==> src/rtl/imm_pkg.sv <==
// rtl/imm_pkg.sv - shared encodings and defaults for the immediate generator
package imm_pkg;

    localparam int IMM_XLEN_DEFAULT = 32;
    localparam int IMM_SRC_W        = 3;

    localparam logic [IMM_SRC_W-1:0] IMM_I = 3'b000;
    localparam logic [IMM_SRC_W-1:0] IMM_S = 3'b001;
    localparam logic [IMM_SRC_W-1:0] IMM_B = 3'b010;
    localparam logic [IMM_SRC_W-1:0] IMM_U = 3'b011;
    localparam logic [IMM_SRC_W-1:0] IMM_J = 3'b100;
    localparam logic [IMM_SRC_W-1:0] IMM_Z = 3'b101;

    // Widest legal entry; a pipeline instance narrows it to its own XLEN/TAG_W.
    typedef struct packed {
        logic [63:0] imm;
        logic [15:0] tag;
        logic        err;
    } imm_entry_max_t;

endpackage

==> src/rtl/imm_extract.sv <==
// rtl/imm_extract.sv - combinational immediate extraction and extension
module imm_extract
    import imm_pkg::*;
#(
    parameter int XLEN = IMM_XLEN_DEFAULT
) (
    input  logic [31:0]          instr,
    input  logic [IMM_SRC_W-1:0] imm_src,
    output logic [XLEN-1:0]      imm,
    output logic                 err
);

    logic [31:0] imm32;
    logic        sext;
    logic        sign;
    logic [6:0]  unused_opcode;

    assign sign          = instr[31];
    assign unused_opcode = instr[6:0];

    always_comb begin
        imm32 = '0;
        sext  = 1'b1;
        err   = 1'b0;
        case (imm_src)
            IMM_I: imm32 = {{20{sign}}, instr[31:20]};
            IMM_S: imm32 = {{20{sign}}, instr[31:25], instr[11:7]};
            IMM_B: imm32 = {{19{sign}}, instr[31], instr[7], instr[30:25], instr[11:8], 1'b0};
            IMM_U: imm32 = {instr[31:12], 12'b0};
            IMM_J: imm32 = {{11{sign}}, instr[31], instr[19:12], instr[20], instr[30:21], 1'b0};
            IMM_Z: begin
                imm32 = {27'b0, instr[19:15]};
                sext  = 1'b0;
            end
            default: begin
                imm32 = '0;
                err   = 1'b1;
            end
        endcase
    end

    // 32-bit result already carries instr[31] in its MSB for every signed format.
    assign imm = sext ? XLEN'($signed(imm32)) : XLEN'(imm32);

endmodule

==> src/rtl/imm_gen_pipe.sv <==
// rtl/imm_gen_pipe.sv - registered immediate generator with 2-entry skid buffer
module imm_gen_pipe
    import imm_pkg::*;
#(
    parameter int XLEN  = IMM_XLEN_DEFAULT,
    parameter int TAG_W = 8
) (
    input  logic                 clk,
    input  logic                 rst,
    input  logic                 flush,
    input  logic                 in_valid,
    output logic                 in_ready,
    input  logic [31:0]          in_instr,
    input  logic [IMM_SRC_W-1:0] in_imm_src,
    input  logic [TAG_W-1:0]     in_tag,
    output logic                 out_valid,
    input  logic                 out_ready,
    output logic [XLEN-1:0]      out_imm,
    output logic [TAG_W-1:0]     out_tag,
    output logic                 out_err
);

    typedef struct packed {
        logic [XLEN-1:0]  imm;
        logic [TAG_W-1:0] tag;
        logic             err;
    } entry_t;

    entry_t out_q, out_d, skid_q, skid_d, new_entry;
    logic   out_valid_q, out_valid_d, skid_valid_q, skid_valid_d;
    logic   accept;

    imm_extract #(.XLEN(XLEN)) u_extract (
        .instr   (in_instr),
        .imm_src (in_imm_src),
        .imm     (new_entry.imm),
        .err     (new_entry.err)
    );
    assign new_entry.tag = in_tag;

    assign in_ready = !skid_valid_q;
    assign accept   = in_valid && in_ready && !flush;

    always_comb begin
        out_d        = out_q;
        out_valid_d  = out_valid_q;
        skid_d       = skid_q;
        skid_valid_d = skid_valid_q;
        if (flush) begin
            out_valid_d  = 1'b0;
            skid_valid_d = 1'b0;
        end else if (!out_valid_q || out_ready) begin
            // SKID holds the older entry, and accept is blocked whenever it is full.
            if (skid_valid_q) begin
                out_d        = skid_q;
                out_valid_d  = 1'b1;
                skid_valid_d = 1'b0;
            end else if (accept) begin
                out_d       = new_entry;
                out_valid_d = 1'b1;
            end else begin
                out_valid_d = 1'b0;
            end
        end else if (accept) begin
            skid_d       = new_entry;
            skid_valid_d = 1'b1;
        end
    end

    always_ff @(posedge clk or negedge rst) begin
        if (!rst) begin
            out_q        <= '0;
            out_valid_q  <= 1'b0;
            skid_q       <= '0;
            skid_valid_q <= 1'b0;
        end else begin
            out_q        <= out_d;
            out_valid_q  <= out_valid_d;
            skid_q       <= skid_d;
            skid_valid_q <= skid_valid_d;
        end
    end

    assign out_valid = out_valid_q;
    assign out_imm   = out_q.imm;
    assign out_tag   = out_q.tag;
    assign out_err   = out_q.err;

endmodule

==> config.mk <==
export PLATFORM = sky130hd
export DESIGN_NAME = imm_gen_pipe
export DESIGN_NICKNAME = d
export VERILOG_FILES = /design/src/rtl/imm_pkg.sv /design/src/rtl/imm_extract.sv /design/src/rtl/imm_gen_pipe.sv
export SDC_FILE = /design/constraint.sdc
export NUM_CORES = 1
export LEC_CHECK = 0
export BUFFER_PORTS_ARGS = -buffer_cell sky130_fd_sc_hd__buf_4
export CAP_MARGIN = 20
export CORE_MARGIN = 2
export CORE_UTILIZATION = 54
export CTS_CLUSTER_DIAMETER = 100
export DETAILED_ROUTE_END_ITERATION = 10
export PLACE_DENSITY = 0.8
export SLEW_MARGIN = 20
export SYNTH_ARGS = -nofsm -noshare
export SYNTH_HDL_FRONTEND = slang
export SYNTH_SLANG_ARGS = --single-unit
==> constraint.sdc <==
create_clock -name clk -period 1.85 [get_ports clk]
set_clock_uncertainty 0.15 [all_clocks]
set_input_delay 0.37 -clock clk [delete_from_list [all_inputs] [get_ports clk]]
set_output_delay 0.37 -clock clk [all_outputs]
set_load 0.05 [all_outputs]
### After elaboration in Yosys (flattened, before gate mapping)

Index checks and enable logic that the tools add are counted.

| operators by class | value |
|---|---|
| multiplexer cells | 11 |
| multipliers | 0 |
| magnitude comparators | 0 |
| bitwise logic cells | 2 |
| shift-type cells | 0 |
| divide/modulo/power cells | 0 |
| reduce and logical (&&, ||, !) cells | 13 |
| add/subtract/negate cells | 0 |
| eq/ne operators | 5 |

Operator list:

| cell | number |
|---|---|
| $pmux 32 s6 | 1 |
| $mux 41 | 2 |
| $mux 1 | 8 |
| $eq 3x2->1 const B | 2 |
| $eq 3x3->1 const B | 2 |
| $reduce_and 3->1 | 2 |
| $reduce_or 6->1 | 1 |
| $reduce_bool 2->1 | 2 |
| $eq 3x1->1 const B | 1 |
| $logic_not 1->1 | 3 |
| $logic_not 3->1 | 1 |
| $reduce_bool 3->1 | 1 |
| $logic_and 1x1->1 | 2 |
| $not 1->1 | 2 |
| $logic_or 1x1->1 | 1 |

| storage, ports and cells | value |
|---|---|
| bits of input ports | 48 |
| memories kept | 0 |
| logic and storage cells | 39 |
| bits in latches | 0 |
| memory bits (read-only) | 0 |
| RAM bits | 0 |
| register bits after elaboration | 84 |
| output and inout port bits | 43 |

### Logic depth before layout (Yosys ltp)

| logic depth | value |
|---|---|
| depth after elaboration | 7 |
| depth in mapped cells | 7 |

### Modules after synthesis

Synthesis repeated with hierarchy kept, for this count alone.

| unflattened totals | value |
|---|---|
| cell total of the unflattened synthesis | 326 |
| area total of the unflattened synthesis | 4525.6 um^2 |

Modules (own cells, without submodules):

| module | cells each | area each (um^2) | times used |
|---|---|---|---|
| imm_gen_pipe | 228 | 3773.6 | 1 |
| imm_extract | 98 | 752.0 | 1 |

### Worst setup path before layout

Ideal clock, no wire load.

| timing path | value |
|---|---|
| path kind | register to register |
| start | register out_valid_q (netlist: out_valid) |
| end | register out_q, in the netlist out_imm[22] |
| path buffers | 2 |
| cell stages (with the launch flop) | 7 |
| path slack | -0.006 ns |
| arrival | 1.576 ns |
| setup time | 0.130 ns |
| period minus slack after synthesis | 1.856 ns |
| cells stage by stage | dfrtp_1 -> nor2b_2 -> or3_1 -> buf_4 -> buf_6 -> nand2_1 -> o211ai_2 |

| between the ends | value |
|---|---|
| word-level cells in the longest chain between the ends | 3 |

RTL lines:

| what | line | RTL |
|---|---|---|
| from (decl) | imm_gen_pipe.sv:30 | `logic out_valid_q, out_valid_d, skid_valid_q, skid_valid_d;` |
| from (signal assigned) | imm_gen_pipe.sv:78 | `out_valid_q <= out_valid_d;` |
| $logic_not 1->1 | imm_gen_pipe.sv:52 | `end else if (!out_valid_q \|\| out_ready) begin` |
| $logic_or 1x1->1 | imm_gen_pipe.sv:52 |  |
| $reduce_and 3->1 (no line) | n/a |  |
| to (signal assigned) | imm_gen_pipe.sv:77 | `out_q <= out_d;` |
| to (decl) | imm_gen_pipe.sv:29 | `entry_t out_q, out_d, skid_q, skid_d, new_entry;` |

No other way between the ends.
A chain may end at the register's enable or synchronous reset.

### Final worst setup path

Same ends and word-level chain as after synthesis.

==> reports/results.tsv <==
stage	metric	value	unit
clocking	CTS sink cnt	84	
grt	initial antenna violation count	0	
routing	wire per inst	16.8	um
synthesis	Top FF cell, synth	dfrtp_1	
clocking	clk_lat worst skew	0.35	ns
status	status	finished clean	
grt	all-layer global routing usage	0.251	
die	row count	31	
setup_path	worst r2r path cells	5	
setup_path	WP buf/inv	1	
cells_and_area	Nets	528	
synthesis	Yosys top cell area share	0.524	
clocking	H-tree Lvls	3	
pwr	Lkg Pwr	2.26	nW
sta	crit share post-route	0.922	
pwr	PD cells	1030	nW/um^2
synthesis	post-synthesis net count	445	
sta	worst relative slew slack	0.692	
die	starting density of the core	0.556	
pwr	Worst VDD drop	746	uV
routing	Via density	5.77	
synthesis	post-synthesis sequential area ratio	0.524	
setup_path	Crit Path Max Fanout	28	
routing	final wirelength	9830	um
setup_path	CP Cell Sequence	nor2b_2 -> or3_1 -> buf_12 -> nand2_1 -> o211ai_2	
sta	actual slew at the worst max-slew pin	0.463	ns
setup_path	Top delay family on crit path	simple AND/OR/NAND/NOR gates	
placed_design	Port Buffers	83	
synthesis	main area contributors after synthesis	dfrtp_1 (52%), nand2_1 (6.0%), a21oi_1 (4.5%)	
routing	vias	3372	
die	core area	7210	sq um
synthesis	flops & latches, synth	84	
sta	fin. max-slew vios	0	
die	Die H	90.2	um
grt	largest net degree at the start of global routing	39	
setup_path	critical path arrival	1.79	ns
setup_path	CP max stage delay	0.41	ns
synthesis	number of synthesized flops with an enable pin	0	
grt	number of global-route vias before repair	3382	
cells_and_area	ant diodes	0	
die	Die Width	90.2	um
worst_hold_path	Hold Path Depth	2	
synthesis	synthesized cell area	4010	sq um
synthesis	most frequent cell after synthesis	dfrtp_1	
synthesis	Yosys warning count	0	
synthesis	Distinct cells, synth	37	
sta	Setup TNS	0	ns
sta	Final Worst Setup Slack	0.145	ns
setup_path	CP max stage cell	dfrtp_2	
synthesis	Post-synth top cells	dfrtp_1 (84), nand2_1 (64), a21oi_1 (36)	
sta	min cycle time layout	1.70	ns
die	# IOs	91	
sta	RSZ-0062 raised after global routing	no	
synthesis	Mapped Cells	397	
setup_path	Setup CP Type	reg -> reg	
routing	1st-iter DRT viols	193	
sta	# setup viols final	0	
clocking	Post-CTS Setup Bufs	0	
clocking	Max clock buf depth	2	
setup_path	CP required	1.93	ns
clocking	Worst-path clk slew	0.08	ns
routing	ANT nets after route	0	
clocking	cts bufs inserted	9	
clocking	CTS tree	yes	
setup_path	CP Capture Type	flop	
placed_design	Post-DP HPWL	6880	um
setup_path	critical path launch point type	flop	
synthesis	cell taking the most area after synthesis	dfrtp_1	
synthesis	async set-reset flop share out of synthesis	1.00	
pwr	Design Power	0.00518	W
synthesis	Post-Syn Area per Cell	10.1	sq um
sta	fmax	587	MHz
die	Die ar.	8130	sq um
cells_and_area	area grow syn2layout	25.0	%
grt	first-pass GRT wire length	16400	um
worst_hold_path	Hold Path Class	in -> reg	
cells_and_area	ratio of cells with drive above 1 in the final layout	0.311	
sta	final hold violations	0	
grt	GR Overflow Total	0	
placed_design	pre-CTS setup slack	0.0381	ns
setup_path	Levels on crit path	5	
clocking	post_cts resized	0	
routing	First-pass DRT Iterations	5	
clocking	Post-CTS Hold Fix Bufs	1	
routing	DRC	0	
clocking	root buffer cell	clkbuf_8	
cells_and_area	Final Util	0.694	
job	max-cap viol count	0	
placed_design	gp weighted congestion	0.879	
layer usage:
layer,part of all wire,GRT usage,up-vias,routed length (um)
met4,0.020,0.0885,0,194
li1,-,-,1579,-
met5,0,0,-,0
met2,0.50,0.423,135,4910
met1,0.41,0.318,1640,4040
met3,0.070,0.0578,18,692
area by class of cell:
class / instances / area [sq um]
multi-input cells: 277 / 1690
clock buffers: 11 / 141
inverters: 2 / 7.51
flip-flops and latches: 84 / 2100
clock inverters: 5 / 61.3
fillers: 545 / 2200
repair buffers: 106 / 886
well taps: 99 / 124
worst reg2reg max path, cell delays in order (launching register included):
cell and delay, ns:
dfrtp_2 0.41, nor2b_2 0.18, or3_1 0.41, buf_12 0.19, nand2_1 0.13, o211ai_2 0.10
where the power goes:
group / total (W) / switching (W) / internal (W) / leakage, nW
clock: 0.00133 / 0.000666 / 0.000663 / 0.0918
sequential: 0.00234 / 0.000181 / 0.00216 / 1.07
combinational: 0.00151 / 0.000977 / 0.000535 / 1.09
total: 0.00518 / 0.00182 / 0.00336 / 2.26
final timing paths:
kind | from | to | slack [ns]
max | out_valid | out_imm[22] | 0.15
min | flush | out_valid | 0.07
max reg2reg | out_valid | out_imm[22] | 0.15
min reg2reg | out_tag[0] | out_tag[0] | 0.34
max in group asynchronous | rst | skid_q[13] | 0.75
min in group asynchronous | rst | skid_q[21] | 0.32
stage by stage:
stage / hold WS, ns / area (sq um) / std cells
after global routing: 0.0567 / 5010 / 584
after CTS: 0.0448 / 5010 / 584
final: 0.0662 / 5010 / 584
after global placement: 0.151 / 4800 / 567
after detailed placement: 0.153 / 4800 / 567
after floorplan: -0.0756 / 4010 / 397
state kept, by name (all words and copies together) (netlist names):
register / flops
out_err: 1
skid_valid_q: 1
out_tag: 8
out_imm: 32
out_valid: 1
skid_q: 41
cells in the final DEF (no fill, tap or decap), types with 2 or more instances in the layout:
cell	synthesis	layout
nand2b_1	2	2
dfrtp_1	84	82
a221oi_1	4	4
nor2_1	14	14
nor3b_1	12	12
o21ai_1	25	25
buf_12	0	7
o21ai_0	11	11
buf_4	3	98
nor3_1	2	2
o211ai_1	15	15
inv_1	2	2
o211ai_2	9	9
a22o_1	6	6
mux2_2	13	13
nand3_1	26	25
o21a_1	7	7
clkbuf_8	0	10
nor2b_1	3	3
nand2_1	64	64
a21oi_1	36	36
a31oi_1	7	7
or3_1	2	2
mux2i_1	8	8
clkinvlp_4	0	3
dfrtp_2	0	2
cells by family (layout without fill, tap and decap cells):
kind of cell	after synthesis	after routing	share of synthesized area
and+or+nand+nor	131	131	0.158
AOI/OAI and AO/OA	124	124	0.200
DFF	84	84	0.524
buffers and inverters	36	124	0.0581
muxes	21	21	0.0565
adders and majority gates	1	1	0.00343
Power figures use the tool's default switching activity.
